## src/rtl/cam_buf_wr.sv

```systemverilog
// Camera-side ping-pong frame buffer writer.
// Packs high-byte-first camera bytes into 16-bit pixels, writes them linearly
// into the selected buffer, and flags complete frames to the reader domain.
module cam_buf_wr #(
    parameter int H_ACTIVE  = 480,
    parameter int V_ACTIVE  = 272,
    parameter int ADDR_W    = 17,
    localparam int FRAME_PIX = H_ACTIVE * V_ACTIVE
) (
    input  logic              iClk,
    input  logic              wRsn,
    input  logic              sw_i,
    input  logic              cam_vsync_i,
    input  logic              cam_hsync_i,
    input  logic [7:0]        cam_data_i,
    output logic              ram_wr_en_o,
    output logic [ADDR_W-1:0] ram_wr_addr_o,
    output logic [15:0]       ram_wr_data_o,
    output logic              buf_sel,
    output logic              buf0_full_wr,
    output logic              buf1_full_wr,
    output logic              fr_done
);

    typedef enum logic {S_IDLE = 1'b0, S_ACTIVE = 1'b1} state_t;

    localparam logic [ADDR_W-1:0] L_FRAME = ADDR_W'(FRAME_PIX);

    state_t            r_state;
    state_t            w_state_nxt;
    logic              r_vsync_d;
    logic              r_phase;
    logic [7:0]        r_hi;
    logic [ADDR_W-1:0] r_pix_cnt;

    logic w_fall;
    logic w_rise;
    logic w_start;
    logic w_end;
    logic w_lo;
    logic w_cnt_full;

    assign w_fall     = r_vsync_d & ~cam_vsync_i;
    assign w_rise     = ~r_vsync_d & cam_vsync_i;
    assign w_cnt_full = (r_pix_cnt == L_FRAME);

    // State register
    always_ff @(posedge iClk or negedge wRsn) begin
        if (!wRsn) r_state <= S_IDLE;
        else       r_state <= w_state_nxt;
    end

    // Next state and per-cycle control strobes; frame end beats a low byte
    always_comb begin
        w_state_nxt = r_state;
        w_start     = 1'b0;
        w_end       = 1'b0;
        w_lo        = 1'b0;
        case (r_state)
            S_IDLE: begin
                if (w_fall && !sw_i) begin
                    w_state_nxt = S_ACTIVE;
                    w_start     = 1'b1;
                end
            end
            S_ACTIVE: begin
                if (w_rise) begin
                    w_state_nxt = S_IDLE;
                    w_end       = 1'b1;
                end else if (cam_hsync_i && r_phase) begin
                    w_lo = 1'b1;
                end
            end
            default: w_state_nxt = S_IDLE;
        endcase
    end

    // Byte packing, pixel counter and vsync history
    always_ff @(posedge iClk or negedge wRsn) begin
        if (!wRsn) begin
            r_vsync_d <= 1'b0;
            r_phase   <= 1'b0;
            r_hi      <= 8'h00;
            r_pix_cnt <= '0;
        end else begin
            r_vsync_d <= cam_vsync_i;
            // Phase clears whenever hsync drops, dropping any odd trailing byte
            if (r_state == S_ACTIVE && !w_rise && cam_hsync_i) begin
                r_phase <= ~r_phase;
                if (!r_phase) r_hi <= cam_data_i;
            end else begin
                r_phase <= 1'b0;
            end
            if (w_start)                 r_pix_cnt <= '0;
            else if (w_lo && !w_cnt_full) r_pix_cnt <= r_pix_cnt + 1'b1;
        end
    end

    // Registered RAM write port; pixels past a full frame are discarded
    always_ff @(posedge iClk or negedge wRsn) begin
        if (!wRsn) begin
            ram_wr_en_o   <= 1'b0;
            ram_wr_addr_o <= '0;
            ram_wr_data_o <= 16'h0000;
        end else begin
            ram_wr_en_o <= 1'b0;
            if (w_lo && !w_cnt_full) begin
                ram_wr_en_o   <= 1'b1;
                ram_wr_addr_o <= r_pix_cnt;
                ram_wr_data_o <= {r_hi, cam_data_i};
            end
        end
    end

    // Buffer select, full flags and frame-done pulse
    always_ff @(posedge iClk or negedge wRsn) begin
        if (!wRsn) begin
            buf_sel      <= 1'b0;
            buf0_full_wr <= 1'b0;
            buf1_full_wr <= 1'b0;
            fr_done      <= 1'b0;
        end else begin
            fr_done <= 1'b0;
            // A buffer loses its full flag only when a new frame starts into it
            if (w_start) begin
                if (buf_sel) buf1_full_wr <= 1'b0;
                else         buf0_full_wr <= 1'b0;
            end
            // Short frames are dropped silently and the same buffer is reused
            if (w_end && w_cnt_full) begin
                if (buf_sel) buf1_full_wr <= 1'b1;
                else         buf0_full_wr <= 1'b1;
                buf_sel <= ~buf_sel;
                fr_done <= 1'b1;
            end
        end
    end

endmodule

```

## config.mk

```make
export PLATFORM = sky130hd
export DESIGN_NAME = cam_buf_wr
export DESIGN_NICKNAME = d
export VERILOG_FILES = /design/src/rtl/cam_buf_wr.sv
export SDC_FILE = /design/constraint.sdc
export NUM_CORES = 1
export LEC_CHECK = 0
export BUFFER_PORTS_ARGS = -buffer_cell sky130_fd_sc_hd__clkbuf_2
export CAP_MARGIN = 0
export CORE_MARGIN = 8
export CORE_UTILIZATION = 45
export CTS_BUF_LIST = sky130_fd_sc_hd__clkbuf_2 sky130_fd_sc_hd__clkbuf_4 sky130_fd_sc_hd__clkbuf_8
export DETAILED_ROUTE_END_ITERATION = 10
export GPL_TIMING_DRIVEN = 0
export HOLD_SLACK_MARGIN = 0.08
export MAX_ROUTING_LAYER = met4
export PLACE_DENSITY = 0.65
export SLEW_MARGIN = 0
export SYNTH_ARGS = -nofsm -noshare
export SYNTH_HDL_FRONTEND = slang
export SYNTH_SLANG_ARGS = --single-unit
```

## constraint.sdc

```tcl
create_clock -name iClk -period 4.32 [get_ports iClk]
set_input_delay 0.216 -clock iClk [delete_from_list [all_inputs] [get_ports iClk]]
set_output_delay 0.216 -clock iClk [all_outputs]
set_load 0.1 [all_outputs]
```

==> run summary <==
The run finished with clean final reports. The cell-internal power is 0.00109 W. The tools report the number of hold violations in the final report as 0.

Combinational logic burns 37.5% of the power. From bottom edge to top edge, the die measures 94.1 um. The classification of the worst-slack hold path was primary input to flip-flop. The worst setup path is captured at a flip-flop. The mapped cell area came out at 2740 um^2. For the number of max-slew violations in the final report, the log shows 0. Net switching is 44.9% of the power. Global-route total usage across every layer: 14.5%.

In this run, the clock network consumes 23.2% of the power. After detailed routing, the total wire length is 5560 um. The tree built by TritonCTS fans out to 66 sinks. The run gives 60.2% as the part of the Yosys area used for sequential elements. The tools report the met1 wire length as 2530 um. Summed over all failing endpoints, the final setup total negative slack is 0 ns.

The number of vias per cell was 5.16; the maximum number of pins on one net before global-route repair was 67. Summed over all layers, the global routing overflow is 0. Slack of the worst reg-to-reg path: 2.34 ns.

Together, buffers and inverters on the worst path number 3. In this run the standard cell core region covers 5920 um^2. The critical path class was primary input to flip-flop. The mean routed wirelength per cell came out at 15.4 um. Summed over all nets, wire length on met3 after detailed routing comes to 410 um. The logs give 295 for the number of nets in the final layout and 1858 for the total via count after detailed routing. In this run, distinct cell masters in the synthesized netlist total 34. The via count of the first global-routing pass is 1983, and the final-report setup violation count is 0. For this run, the leading register cell type out of synthesis is dfrtp_1. The logs give 0 for the number of antenna violations at the first check in global routing and 0 for the post-cts resize count.

The buffers inserted during post-CTS setup optimization was 0. TritonCTS built the clock tree. Routability-driven placement finished with a final weighted congestion of 0.774. The largest area contributor in the synthesized netlist is dfrtp_1. The clock passes through at most 2 buffers. Of all nets on the critical path, the largest fanout is 10.

The logs give 106 for the initial detailed-routing violation count and 51 for the count of boundary I/O pins. After detailed routing, the number of remaining DRC violations is 0. The count of standard-cell rows was 28; the number of synthesized flops with an enable pin was 0. For the pin with the worst max-slew slack, the measured transition is 0.888 ns.

By area the synthesized netlist is led by dfrtp_1 (60%), mux2_2 (15%), nand2_1 (3.1%), xor2_1 (2.9%), nand3_1 (2.4%). STA classifies the critical path startpoint as a primary input. STA puts the critical path data required time at 4.54 ns. The clock transition at the registers of the reported paths is 0.06 ns, and the summed area of non-filler cells in the final layout is 3280 um^2. IR analysis of the VDD net gives a maximum drop of 0.000498 V.

The critical path goes through dlygate4sd3_1 -> clkbuf_2 -> nor2b_1 -> nor3b_4 -> o21ai_2 -> buf_4 -> mux2_2. Summing all placed instances gives a cell area of 3090 um^2. In this run the tightest slew margin relative to its limit is 40.8%. The number of register bits inferred by synthesis came out at 66. In this run the mean area of a mapped cell was 12.6 um^2.

Width of the chip: 94.1 um. Setup repair after global routing left no endpoint under its margin. Dividing the final minimum period by the clock period gives 47.3%.

The buffer cell driving the clock tree root is clkbuf_8. The first detailed-routing pass took 4 iterations. Number of instances on the worst hold path: 2. The first global-routing pass estimated 9650 um of wire. The die area was 8850 um^2. The tool flagged a number of max-cap violations equal to 0. The standby leakage power came out at 1.67 nW. Counting I/O delays and the setup requirement, the final critical path takes 2.04 ns. The largest individual stage delay along the critical path comes from the cell dlygate4sd3_1.

From synthesis to final layout, the design area changed by 19.8%. TritonCTS created 9 clock buffers. The layout cell share with drive strength beyond 1 was 39.6%; the async set or reset register ratio after synthesis was 100%. In this design, the largest share of critical-path delay is due to buffers and inverters. The biggest cell delay along the critical path is 0.54 ns. The logs give 46.3% for the starting utilization of the core area and 217 for the count of mapped cells out of synthesis. Buffers placed on the I/O ports in this run total 50. The total inserted antenna cells was 0; the detailed placement HPWL was 3930 um. After detailed routing, no signal wire sits above met4. Startpoint of the most critical setup path: cam_vsync_i. The CTS H-tree depth was 3; the depth of the worst register-to-register path was 5. For this run, the number of Yosys warnings is 0. After detailed routing, the met2 layer carries 2530 um of wire. The endpoint identified for the worst register-to-register timing path is ram_wr_addr_o[3]$_DFFE_PN0P_. Data on the critical path arrives at its endpoint at 2.26 ns. The power density normalized to cell area is 600 nW/um^2. In this run the worst setup path terminates at ram_wr_addr_o[3]$_DFFE_PN0P_. The net switching power of the design is 0.000885 W, and the fraction of power consumed by sequential logic is 39.3%.

Start of the worst register-to-register path: r_pix_cnt[7]$_DFFE_PN0P_. For the final database, setup skew stands at 0.00385 ns. The later-pin clock latency in the skew report was 0.33 ns; the area share of the largest cell type after synthesis was 60.2%.

Derived from the worst setup path, the maximum achievable clock frequency is 489 MHz. The path length in cells of the critical path was 7; the number of routed nets with antenna violations was 0. Net count of the mapped netlist: 232.
-- synth_stat cells (2+ instances only) --
cell and number:
and3_1 5, and4_1 2, buf_4 3, clkbuf_1 2, dfrtp_1 66, ha_1 2, inv_1 5, mux2_2 36
mux2i_1 2, nand2_1 23, nand2_2 2, nand2b_1 2, nand3_1 13, nand4_1 5, nor2_1 10, nor3_1 2
nor3_2 2, o211ai_1 3, o21ai_0 7, or4_1 3, xor2_1 9
-- worst register-to-register path: stages (launching register included) --
cell     delay (ns)
dfrtp_1        0.44
nor4_1         0.38
nand4_1        0.16
o21ai_2        0.28
buf_4          0.26
mux2_2         0.36
-- timing repair --
action / CTS / global route
hold buffers: 2 / 0
endpoints found under the hold margin: 67 / 0
setup endpoints to repair: 0 / 0
-- worst min path at each step --
stage,end,from,slack (ns)
3_3_place_gp,r_vsync_d$_DFF_PN0_,cam_vsync_i,0.38
4_1_cts,ram_wr_data_o[0]$_DFFE_PN0P_,cam_data_i[0],0.11
2_1_floorplan,async pin,wRsn,-0.08
3_5_place_dp,r_vsync_d$_DFF_PN0_,cam_vsync_i,0.39
6_report,ram_wr_data_o[5]$_DFFE_PN0P_,cam_data_i[5],0.13
5_1_grt,ram_wr_data_o[0]$_DFFE_PN0P_,cam_data_i[0],0.11
-- flip-flops by register name, indices dropped and copies added, names as in the netlist, named ones only --
signal,count
buf_sel,1
r_phase,1
r_state,1
fr_done,1
ram_wr_addr_o,17
ram_wr_data_o,16
r_hi,8
r_pix_cnt,17
r_vsync_d,1
ram_wr_en_o,1
-- cell type report --
class,instances,area [um^2]
Inverter,5,18.8
Fill cell,526,2640
Multi-Input combinational cell,140,1040
Timing Repair Buffer,52,273
Sequential cell,66,1650
Clock buffer,13,160
Tap cell,75,93.8
Buffer,6,35.0
Clock inverter,3,15.0
-- placed cells by master (no fill, tap or decap), types with 2 or more instances in the layout --
master,instances
and3_1,5
and4_1,2
buf_4,3
clkbuf_1,2
clkbuf_2,49
clkbuf_4,4
clkbuf_8,10
clkinv_2,3
dfrtp_1,66
dlygate4sd3_1,2
ha_1,2
inv_1,5
mux2_2,36
mux2i_1,2
nand2_1,23
nand2_2,2
nand2b_1,2
nand3_1,13
nand4_1,5
nor2_1,10
nor3_1,2
nor3_2,2
o211ai_1,3
o21ai_0,7
or4_1,3
xor2_1,9
-- power by group through the flow --
stage / Sequential (W) / Combinational [W] / Clock (W)
floorplan: 0.00129 / 0.000110 / 0
global placement: 0.000780 / 0.000740 / 0
detailed placement: 0.000786 / 0.000745 / 0
CTS: 0.000775 / 0.000747 / 0.000475
global route: 0.000789 / 0.000767 / 0.000504
finish: 0.000775 / 0.000739 / 0.000457
-- layer usage --
metal	vias to the layer above	global-route usage, %
li1	885	-
met1	919	18.0
met2	45	20.0
met3	9	6.31
met4	0	6.34
met5	-	-
-- through the flow --
step           setup WS, ns  std cells  utilization [%]  total power (W)  hold WS, ns
2_1_floorplan          2.61        217                -          0.00140      -0.0796
3_3_place_gp           2.37        342             52.1          0.00152        0.382
3_5_place_dp           2.33        342             52.2          0.00153        0.391
4_1_cts                2.28        360             55.5          0.00200        0.109
5_1_grt                2.13        360             55.5          0.00206        0.108
6_report               2.28        360             55.5          0.00197        0.127
-- cells by family (layout without fill, tap and decap cells) --
logic type | count (synthesis) | in the layout | synth area share [%]
flip-flops | 66 | 66 | 60.2
XOR/XNOR | 9 | 9 | 2.87
AND/OR/NAND/NOR | 76 | 76 | 15.1
AO/OA/AOI/OAI | 15 | 15 | 3.47
buffers and inverters | 11 | 79 | 1.96
adder cells (fa/ha/maj) | 2 | 2 | 0.912
multiplexers | 38 | 38 | 15.5
Power figures use the tool's default switching activity.
